**src/rtl/axi_burst_addr_gen.sv**
```systemverilog
// AXI burst address generator: turns one AW/AR-style command into a stream of
// per-beat descriptors (byte address, lane mask, index, last) for FIXED/INCR/WRAP bursts.
module axi_burst_addr_gen #(
  parameter  int ADDR_WIDTH = 32,
  parameter  int DATA_WIDTH = 32,
  parameter  int LEN_WIDTH  = 8,
  localparam int STRB_WIDTH = DATA_WIDTH / 8
) (
  input  logic                  clk,
  input  logic                  rst,
  input  logic                  cmd_valid,
  output logic                  cmd_ready,
  input  logic [ADDR_WIDTH-1:0] cmd_addr,
  input  logic [LEN_WIDTH-1:0]  cmd_len,
  input  logic [2:0]            cmd_size,
  input  logic [1:0]            cmd_burst,
  output logic                  beat_valid,
  input  logic                  beat_ready,
  output logic [ADDR_WIDTH-1:0] beat_addr,
  output logic [STRB_WIDTH-1:0] beat_strb,
  output logic [LEN_WIDTH-1:0]  beat_idx,
  output logic                  beat_last,
  output logic                  cmd_err
);

  localparam int MAX_SIZE = $clog2(STRB_WIDTH);
  // Wide enough that the page-crossing sum can never wrap silently.
  localparam int CW = ADDR_WIDTH + LEN_WIDTH + 8;

  typedef enum logic [1:0] {
    BURST_FIXED = 2'd0,
    BURST_INCR  = 2'd1,
    BURST_WRAP  = 2'd2,
    BURST_RSVD  = 2'd3
  } burst_enum_t;

  typedef enum logic [1:0] {
    S_IDLE  = 2'd0,
    S_BURST = 2'd1,
    S_ERR   = 2'd2
  } state_t;

  state_t                state_q, state_d;
  logic                  beat_valid_q, beat_valid_d;
  logic [ADDR_WIDTH-1:0] addr_q, addr_d;
  logic [STRB_WIDTH-1:0] strb_q, strb_d;
  logic [LEN_WIDTH-1:0]  idx_q, idx_d;
  logic                  last_q, last_d;
  logic                  err_q, err_d;
  logic [LEN_WIDTH-1:0]  len_q, len_d;
  logic [2:0]            size_q, size_d;
  burst_enum_t           burst_q, burst_d;

  logic [ADDR_WIDTH-1:0] cmd_incr_s;
  logic [CW-1:0]         chk_first_s, chk_last_s;
  logic                  page_cross_s, wrap_len_ok_s, misaligned_s;
  logic                  burst_bad_s, size_bad_s, cmd_illegal_s;

  logic [ADDR_WIDTH-1:0] incr_s, aligned_s, step_s, wrap_bytes_s, lower_s, next_addr_s;

  // Lanes lo..hi, where lo is the address offset and hi the end of the aligned beat.
  function automatic logic [STRB_WIDTH-1:0] lane_mask(input logic [ADDR_WIDTH-1:0] addr,
                                                      input logic [2:0]            size);
    logic [ADDR_WIDTH-1:0] lo, hi, inc;
    logic [STRB_WIDTH-1:0] m;
    inc = ADDR_WIDTH'(1) << size;
    lo  = addr & ADDR_WIDTH'(STRB_WIDTH - 1);
    hi  = ((addr & ~(inc - ADDR_WIDTH'(1))) & ADDR_WIDTH'(STRB_WIDTH - 1)) + inc - ADDR_WIDTH'(1);
    for (int i = 0; i < STRB_WIDTH; i++) begin
      m[i] = (ADDR_WIDTH'(i) >= lo) && (ADDR_WIDTH'(i) <= hi);
    end
    return m;
  endfunction

  // Command legality check.
  always_comb begin
    cmd_incr_s    = ADDR_WIDTH'(1) << cmd_size;
    chk_first_s   = CW'(cmd_addr);
    chk_last_s    = (chk_first_s & ~(CW'(cmd_incr_s) - CW'(1)))
                  + ((CW'(cmd_len) + CW'(1)) << cmd_size) - CW'(1);
    page_cross_s  = chk_first_s[CW-1:12] != chk_last_s[CW-1:12];
    wrap_len_ok_s = (cmd_len == LEN_WIDTH'(1)) || (cmd_len == LEN_WIDTH'(3)) ||
                    (cmd_len == LEN_WIDTH'(7)) || (cmd_len == LEN_WIDTH'(15));
    misaligned_s  = (cmd_addr & (cmd_incr_s - ADDR_WIDTH'(1))) != '0;
    size_bad_s    = cmd_size > 3'(MAX_SIZE);
    case (burst_enum_t'(cmd_burst))
      BURST_FIXED: burst_bad_s = 1'b0;
      BURST_INCR:  burst_bad_s = page_cross_s;
      BURST_WRAP:  burst_bad_s = !wrap_len_ok_s || misaligned_s;
      default:     burst_bad_s = 1'b1;
    endcase
    cmd_illegal_s = burst_bad_s || size_bad_s;
  end

  // Address of the following beat for the burst in flight.
  always_comb begin
    incr_s       = ADDR_WIDTH'(1) << size_q;
    aligned_s    = addr_q & ~(incr_s - ADDR_WIDTH'(1));
    step_s       = aligned_s + incr_s;
    wrap_bytes_s = (ADDR_WIDTH'(len_q) + ADDR_WIDTH'(1)) << size_q;
    lower_s      = addr_q & ~(wrap_bytes_s - ADDR_WIDTH'(1));
    case (burst_q)
      BURST_FIXED: next_addr_s = addr_q;
      BURST_INCR:  next_addr_s = step_s;
      BURST_WRAP:  next_addr_s = (step_s == lower_s + wrap_bytes_s) ? lower_s : step_s;
      default:     next_addr_s = addr_q;
    endcase
  end

  // FSM next-state and registered output values.
  always_comb begin
    state_d      = state_q;
    beat_valid_d = beat_valid_q;
    addr_d       = addr_q;
    strb_d       = strb_q;
    idx_d        = idx_q;
    last_d       = last_q;
    err_d        = 1'b0;
    len_d        = len_q;
    size_d       = size_q;
    burst_d      = burst_q;
    case (state_q)
      S_IDLE: begin
        if (cmd_valid) begin
          if (cmd_illegal_s) begin
            state_d = S_ERR;
            err_d   = 1'b1;
          end else begin
            state_d      = S_BURST;
            beat_valid_d = 1'b1;
            addr_d       = cmd_addr;
            strb_d       = lane_mask(cmd_addr, cmd_size);
            idx_d        = '0;
            last_d       = (cmd_len == '0);
            len_d        = cmd_len;
            size_d       = cmd_size;
            burst_d      = burst_enum_t'(cmd_burst);
          end
        end else begin
          state_d = S_IDLE;
        end
      end
      S_BURST: begin
        if (beat_ready) begin
          if (last_q) begin
            state_d      = S_IDLE;
            beat_valid_d = 1'b0;
            last_d       = 1'b0;
          end else begin
            addr_d = next_addr_s;
            strb_d = lane_mask(next_addr_s, size_q);
            idx_d  = idx_q + LEN_WIDTH'(1);
            last_d = ((idx_q + LEN_WIDTH'(1)) == len_q);
          end
        end else begin
          state_d = S_BURST;
        end
      end
      S_ERR: begin
        state_d = S_IDLE;
      end
      default: begin
        state_d      = S_IDLE;
        beat_valid_d = 1'b0;
      end
    endcase
  end

  // State and output registers.
  always_ff @(posedge clk) begin
    if (rst) begin
      state_q      <= S_IDLE;
      beat_valid_q <= 1'b0;
      addr_q       <= '0;
      strb_q       <= '0;
      idx_q        <= '0;
      last_q       <= 1'b0;
      err_q        <= 1'b0;
      len_q        <= '0;
      size_q       <= 3'd0;
      burst_q      <= BURST_FIXED;
    end else begin
      state_q      <= state_d;
      beat_valid_q <= beat_valid_d;
      addr_q       <= addr_d;
      strb_q       <= strb_d;
      idx_q        <= idx_d;
      last_q       <= last_d;
      err_q        <= err_d;
      len_q        <= len_d;
      size_q       <= size_d;
      burst_q      <= burst_d;
    end
  end

  assign cmd_ready  = (state_q == S_IDLE);
  assign beat_valid = beat_valid_q;
  assign beat_addr  = addr_q;
  assign beat_strb  = strb_q;
  assign beat_idx   = idx_q;
  assign beat_last  = last_q;
  assign cmd_err    = err_q;

endmodule

```
**config.mk**
```make
export PLATFORM = sky130hd
export DESIGN_NAME = axi_burst_addr_gen
export DESIGN_NICKNAME = d
export VERILOG_FILES = /design/src/rtl/axi_burst_addr_gen.sv
export SDC_FILE = /design/constraint.sdc
export NUM_CORES = 1
export LEC_CHECK = 0
export ABC_AREA = 1
export CAP_MARGIN = 20
export CORE_ASPECT_RATIO = 0.6
export CORE_MARGIN = 10
export CORE_UTILIZATION = 55
export CTS_CLUSTER_SIZE = 10
export DETAILED_ROUTE_END_ITERATION = 6
export HOLD_SLACK_MARGIN = 0.05
export PLACE_DENSITY = 0.85
export SYNTH_ARGS = -nofsm -noshare
export SYNTH_HDL_FRONTEND = slang
export SYNTH_SLANG_ARGS = --single-unit
export TNS_END_PERCENT = 5
```
**constraint.sdc**
```tcl
create_clock -name clk -period 11.85 [get_ports clk]
set_input_delay 3.555 -clock clk [delete_from_list [all_inputs] [get_ports clk]]
set_output_delay 3.555 -clock clk [all_outputs]
set_load 0.03 [all_outputs]
```
### Word level (Yosys, flattened, before mapping)

Cells that the tools add are included.

* register bits after elaboration: 62
* RAM bits: 0
* input bits: 49
* memories kept: 0
* logic and storage cells: 137
* latch bits: 0
* memory bits (read-only): 0

* equality and inequality tests: 19
* divide/modulo/power cells: 0
* bitwise operators: 14
* multiplexer cells: 34
* add/subtract/negate cells: 15
* magnitude comparators: 17
* reduce and logical (&&, ||, !) cells: 24
* shift operators: 4
* multipliers: 0

Operator list (number)
* 2-to-1 mux 32 bit: 5
* subtractor 32 x 1 -> 32 bit, second input constant: 5
* <= comparator 1 x 32 -> 1 bit, first input constant: 4
* <= comparator 2 x 32 -> 1 bit, first input constant: 4
* one-hot mux 32 bit (2 select lines): 2
* bitwise AND 32 bit: 3
* adder 2 x 32 -> 32 bit: 2
* adder 32 bit: 2
* NOT 32 bit: 2
* left shift 1 x 3 -> 32 bit, first input constant: 2
* adder 48 bit: 1
* bitwise AND 32 x 48 -> 48 bit: 1
* NOT 48 bit: 1
* left shift 9 x 3 -> 48 bit: 1
* subtractor 48 x 1 -> 48 bit, second input constant: 1
* inequality test 20 x 36 -> 1 bit: 1
* subtractor 32 x 1 -> 33 bit, second input constant: 1
* == test 32 bit: 1
* 2-to-1 mux 8 bit: 4
* nonzero test 32 bit: 1
* left shift 9 x 3 -> 32 bit: 1
* adder 8 x 1 -> 9 bit, second input constant: 2
* 2-to-1 mux 4 bit: 4
* one-hot mux 8 bit (2 select lines): 1
* other kinds (32): 75

### Longest topological paths before layout

* depth after elaboration: 17
* mapped depth: 57

### Least setup slack after synthesis

Ideal clock, no wire load.

* path type: input port to flip-flop
* from: in cmd_size[1]
* to: reg addr_q[17] (netlist: beat_addr[17])
* required time: 11.733 ns
* arrival time: 8.106 ns
* path buffers: 4
* path slack: 3.627 ns
* stages on the path: 35
* path through: inv_1 > clkbuf_1 > nand2_1 > nor2_1 > inv_1 > ha_1 > nand2_1 > a21oi_1 > nand2_1 > clkbuf_1 > nand2_1 > ha_1 > inv_1 > ha_1 > a21oi_1 > o21ai_0 > a21oi_1 > o21ai_1 > nand2_1 > nand2_1 > nand2_1 > nand2_1 > xor2_1 > xor2_1 > or4_1 > nor2_1 > nand4_1 > nand2_1 > nand4_1 > nand2_1 > nand4_2 > buf_2 > buf_2 > nor3_1 > nor2_1

* word-level cells in the longest chain between the ends: 11

Ends and longest elaborated chain
* start: declaration: RTL line 15 `input logic [2:0] cmd_size,`
* left shift 1 x 3 -> 32 bit: RTL line 77 `cmd_incr_s = ADDR_WIDTH'(1) << cmd_size;`
* subtractor 32 x 1 -> 33 bit: RTL line 79 `chk_last_s = (chk_first_s & ~(CW'(cmd_incr_s) - CW'(1)))`
* NOT 48 bit: RTL line 79
* bitwise AND 32 x 48 -> 48 bit: RTL line 79
* adder 48 bit: RTL line 80 `+ ((CW'(cmd_len) + CW'(1)) << cmd_size) - CW'(1);`
* subtractor 48 x 1 -> 48 bit: RTL line 80
* inequality test 20 x 36 -> 1 bit: RTL line 81 `page_cross_s = chk_first_s[CW-1:12] != chk_last_s[CW-1:12];`
* one-hot mux 1 bit (3 select lines): RTL line 86 `case (burst_enum_t'(cmd_burst))`
* logical OR 1 bit (*): RTL line 92 `cmd_illegal_s = burst_bad_s || size_bad_s;`
* inequality test 2 bit (no line) (*)
* AND reduction 5 bit (no line) (*)
* end signal: assignment: RTL line 185 `addr_q <= addr_d;`
* end: declaration: RTL line 45 `logic [ADDR_WIDTH-1:0] addr_q, addr_d;`

Mark *: on every way between the ends. The rest lies on a longest branch, timed or not.
A chain may end at the register's enable or synchronous reset.

### Worst setup path in the final report

* from: in cmd_size[2]
* to: reg addr_q[24] (netlist: beat_addr[24])

The elaborated chain is that of the path after synthesis.

==> results.env <==
POST_SYNTH_XOR_AREA_FRACTION=0.0778
WORST_R2R_ENDPOINT='beat_strb[2]$_SDFFE_PP0P_'
FINALNETCOUNT=2341
YOSYS.AREA_SHARE.ADDER=0.0923
PD_CELLS_nW_PER_UM2=97.1
SYNTHESIS.YOSYS.WARNINGS=0
HOLD_VIOL_FINAL=0
RESULT_OF_THE_RUN='finished, violations left'
SEQ_AREA_FRAC_SYNTH=0.103
POWER.IR.VDD_WORST_uV=85.1
CRIT_PATH_END_KIND='register'
DIE_AREA_UM2=28300
SYNTH-COMPOUND-AREA-SHARE=0.159
PERIOD_MINUS_SLACK_PS=10450
FINAL_ESTIMATED_ROUTING_CONGESTION_IN_GLOBAL_PLACEMENT=1.07
TIMING.FINAL.MAX_SLEW_VIOLATIONS=0
STD_CELL_ROWS=41
HPWLAFTERDP_MM=39.6
POST_ROUTE_UTILIZATION=0.634
DRT-WIRELENGTH-PER-CELL_UM=19.4
SYNTH-MAIN-FF-CELL='sky130_fd_sc_hd__dfxtp_1'
CLOCK_PATH_BUFFERS=2
CLOCK-ROOT-BUFFER='sky130_fd_sc_hd__clkbuf_16'
TRITONCTS='done'
SYNTH_NETS=2284
SLOWEST_STAGE='sky130_fd_sc_hd__clkdlybuf4s50_1'
DIE_HEIGHT_UM=134
HOLDBUFCOUNTCTS=0
DRT_FIRST_PASS_ITERS=7
SYNTH_EDF_COUNT=0
SYNTH.DISTINCT_CELLS=64
FINAL.FILL_COUNT=2087
TIMING_WORST_SLEW_PIN_VALUE_PS=991
CTS.REPAIR_TIMING.SETUP_BUFFER_COUNT=0
CLOCK_LATENCY_PS=360
WORST_SETUP_HOLD_PATH_CLK_SLEW_PS=70
POST_SYNTH_INSTANCE_AREA_UM2=12000
LARGEST_NET_DEGREE_AT_THE_START_OF_GLOBAL_ROUTING=49
CP_COMMON_CELL='sky130_fd_sc_hd__nand2_1'
TIMING.CRITICAL_PATH.ARRIVAL_PS=10690
RSZ_0062_RAISED_AFTER_GLOBAL_ROUTING='false'
DIE-WIDTH_UM=211
FINAL_LAYOUT_SIZE_SUFFIX_GT1_FRAC=0.0693
GLOBAL_ROUTE_WIRE_LENGTH_BEFORE_REPAIR_MM=74.2
RRSETUPSLACK_PS=3250
CTS_HTREE_LEVELS=3
WORST_SETUP_PATH_STARTPOINT='cmd_size[2]'
CTS.REPAIR.RESIZED=0
CTS-BUFFERS-INSERTED=9
CAP_VIOLATIONS=0
SETUP_VIOLATIONS=0
MULTI_INPUT_COMB_AREA_UM2=9260
FIRST_GLOBAL_VIAS=13200
CLOCK_SINK_COUNT=62
LEAKAGEPOWER_uW=0.00679
DRT_FIRST_ITER_VIOLATIONS=2220
SETUP_TNS_PS=0
DOMINANT_COMBINATIONAL_CELL_FAMILY_BY_AREA_AFTER_SYNTHESIS='simple AND/OR/NAND/NOR gates'
CORE-AREA_UM2=21200
ROUTE.DETAILED.VIAS_PER_INST=6.04
DRC=1
TIMING.FMAX_MHz=95.7
IOS=97
ASYNC_FLOP_SHARE=0
CPPEAKSTAGEDELAY_PS=810
ANTENNA_FOUND_INITIAL=0
POST-ROUTE-PERIOD-UTIL=0.881
ANTENNADIODECOUNT=0
AREAGROWTHSYNTHTOFINISH_PCT=12.0
WORSTREGTOREGCELLS=47
REG2REG_FROM='size_q[0]$_SDFFE_PP0P_'
WS_PATH_TYPE='input port to register'
ROUTED-VIA-COUNT=15000
CRITICAL_PATH.STARTPOINT_TYPE='input port'
GRT_REMAINING_OVERFLOW=0
CP.REQUIRED_PS=12090
NETLIST_INSTANCES=2147
WORST_SETUP_PATH_ENDPOINT='beat_addr[24]$_SDFFE_PP0P_'
WORSTPATHMAXFANOUT=48
IO_BUFFER_COUNT=96
FINALCLOCKSKEW_PS=11.7
MUXSHAREOFSYNTHAREA=0.00417
DRTANTENNAVIOLNETS=0
START_UTIL=0.566
WL_MM=48.2
SYNTH.AVG_CELL_AREA_UM2=5.59
SYNTH_SIMPLE_GATE_AREA_SHARE=0.437
GRTUSAGETOTAL=0.328
HOLD_PATH.CLASS='register to register'
FINAL-SEQ-AREA_UM2=1240
VIOLATED_CHECKS='design-rule violations'
POSTSYNTHREGISTERBITS=62
MAX_SLEW_MARGIN=0.339
## placed cells by master (no fill, tap or decap), drive strengths merged, types with 2 or more instances in the layout
master,n
ha,87
o22ai,22
mux2i,5
nand3b,5
clkinv,5
nor3,25
buf,9
a221oi,3
a211oi,4
o21ai,129
a22oi,3
o221ai,2
clkbuf,9
nor2,256
nand4,46
nor4,12
a21oi,135
xor2,83
a31oi,7
xnor2,22
o21bai,3
bufinv,3
o31ai,5
nand2,608
a21boi,5
nand3,196
clkdlybuf4s50,96
and2,2
dfxtp,62
inv,324
o21a,3
o211ai,14
or2,8
a21o,4
## worst max-delay path, delay by kind of cell
kind	cells	cell delay, ps
adder cells (fa/ha/maj)	3	870
buffers and inverters	5	1920
AO/OA/AOI/OAI	7	1000
XOR/XNOR	2	300
AND/OR/NAND/NOR	15	3050
## report_power, final
part           leakage (µW)  internal (µW)  total [µW]  switching (µW)
clock network      0.000173            209         331             122
logic               0.00611            240         711             471
registers          0.000507            228         263            35.4
## area by class of cell
| cell class | count | area share |
|---|---|---|
| Clock buffer | 9 | 0.0167 |
| Clock inverter | 7 | 0.00948 |
| Inverter | 325 | 0.0909 |
| Multi-Input combinational cell | 1701 | 0.688 |
| Sequential cell | 62 | 0.0922 |
| Tap cell | 279 | 0.0259 |
| Timing Repair Buffer | 105 | 0.0764 |
## synthesized netlist by cell type, types with 9 or more instances
| cell | number | area, µm² |
|---|---|---|
| sky130_fd_sc_hd__nor2_1 | 229 | 860 |
| sky130_fd_sc_hd__nand2_1 | 570 | 2140 |
| sky130_fd_sc_hd__a21oi_1 | 132 | 661 |
| sky130_fd_sc_hd__ha_1 | 87 | 1090 |
| sky130_fd_sc_hd__o211ai_1 | 14 | 105 |
| sky130_fd_sc_hd__nor2_2 | 14 | 87.6 |
| sky130_fd_sc_hd__nor4_1 | 9 | 56.3 |
| sky130_fd_sc_hd__o22ai_1 | 22 | 138 |
| sky130_fd_sc_hd__nand3_2 | 16 | 160 |
| sky130_fd_sc_hd__xor2_1 | 82 | 718 |
| sky130_fd_sc_hd__nand4_1 | 44 | 275 |
| sky130_fd_sc_hd__buf_2 | 11 | 55.1 |
| sky130_fd_sc_hd__dfxtp_1 | 62 | 1240 |
| sky130_fd_sc_hd__nor3_1 | 22 | 110 |
| sky130_fd_sc_hd__nand2_2 | 33 | 206 |
| sky130_fd_sc_hd__o21ai_1 | 17 | 85.1 |
| sky130_fd_sc_hd__xnor2_1 | 21 | 184 |
| sky130_fd_sc_hd__inv_2 | 17 | 63.8 |
| sky130_fd_sc_hd__inv_1 | 302 | 1130 |
| sky130_fd_sc_hd__o21ai_0 | 107 | 536 |
| sky130_fd_sc_hd__nor2_4 | 12 | 135 |
| sky130_fd_sc_hd__clkbuf_1 | 38 | 143 |
| sky130_fd_sc_hd__nand3_1 | 178 | 891 |
## sequential cells by signal, summed over array words and instances (netlist names), 2 cells and up
signal and flops:
beat_strb 4, size_q 3, state_q 2, beat_idx 8, burst_q 2, len_q 8, beat_addr 32
## kinds of logic after synthesis
family / Yosys count
buffers and inverters: 384
AOI/OAI and AO/OA: 342
adders and majority gates: 88
and+or+nand+nor: 1161
DFF: 62
muxes: 5
xor gates and xnor gates: 105
## per-stage QoR
stage / power, µW / instance area, µm² / hold WS [ps] / worst slack, ps / cells
after CTS: 1280 / 13500 / 497 / 1710 / 2488
final: 1310 / 13500 / 498 / 1400 / 2488
after detailed placement: 945 / 13100 / 486 / 1370 / 2472
after global placement: 940 / 13100 / 481 / 1590 / 2472
after global routing: 1380 / 13500 / 528 / 884 / 2488
after floorplan: 743 / 12000 / 531 / 3630 / 2147
## metal layers
layer,vias to the layer above,wire length [µm],GRT usage,part of all wire
met4,0,926,0.0765,0.019
met1,6691,21400,0.484,0.44
met5,-,0,0,0
li1,7082,-,-,-
met2,1169,17000,0.416,0.35
met3,86,8860,0.133,0.18
## worst min-delay path by stage
stage                     depth (start not counted)  slack [ps]                     start                  endpoint
final                                             2         500  beat_idx[7]$_SDFFE_PP0P_  beat_idx[7]$_SDFFE_PP0P_
after global routing                              2         530  beat_idx[7]$_SDFFE_PP0P_  beat_idx[7]$_SDFFE_PP0P_
after CTS                                         2         500  beat_idx[7]$_SDFFE_PP0P_  beat_idx[7]$_SDFFE_PP0P_
after detailed placement                          2         490  beat_idx[7]$_SDFFE_PP0P_  beat_idx[7]$_SDFFE_PP0P_
after global placement                            2         480  beat_idx[7]$_SDFFE_PP0P_  beat_idx[7]$_SDFFE_PP0P_
after floorplan                                   2         530   burst_q[0]$_SDFFE_PP0P_   burst_q[0]$_SDFFE_PP0P_
No activity file was read; power rests on OpenSTA's default activity.
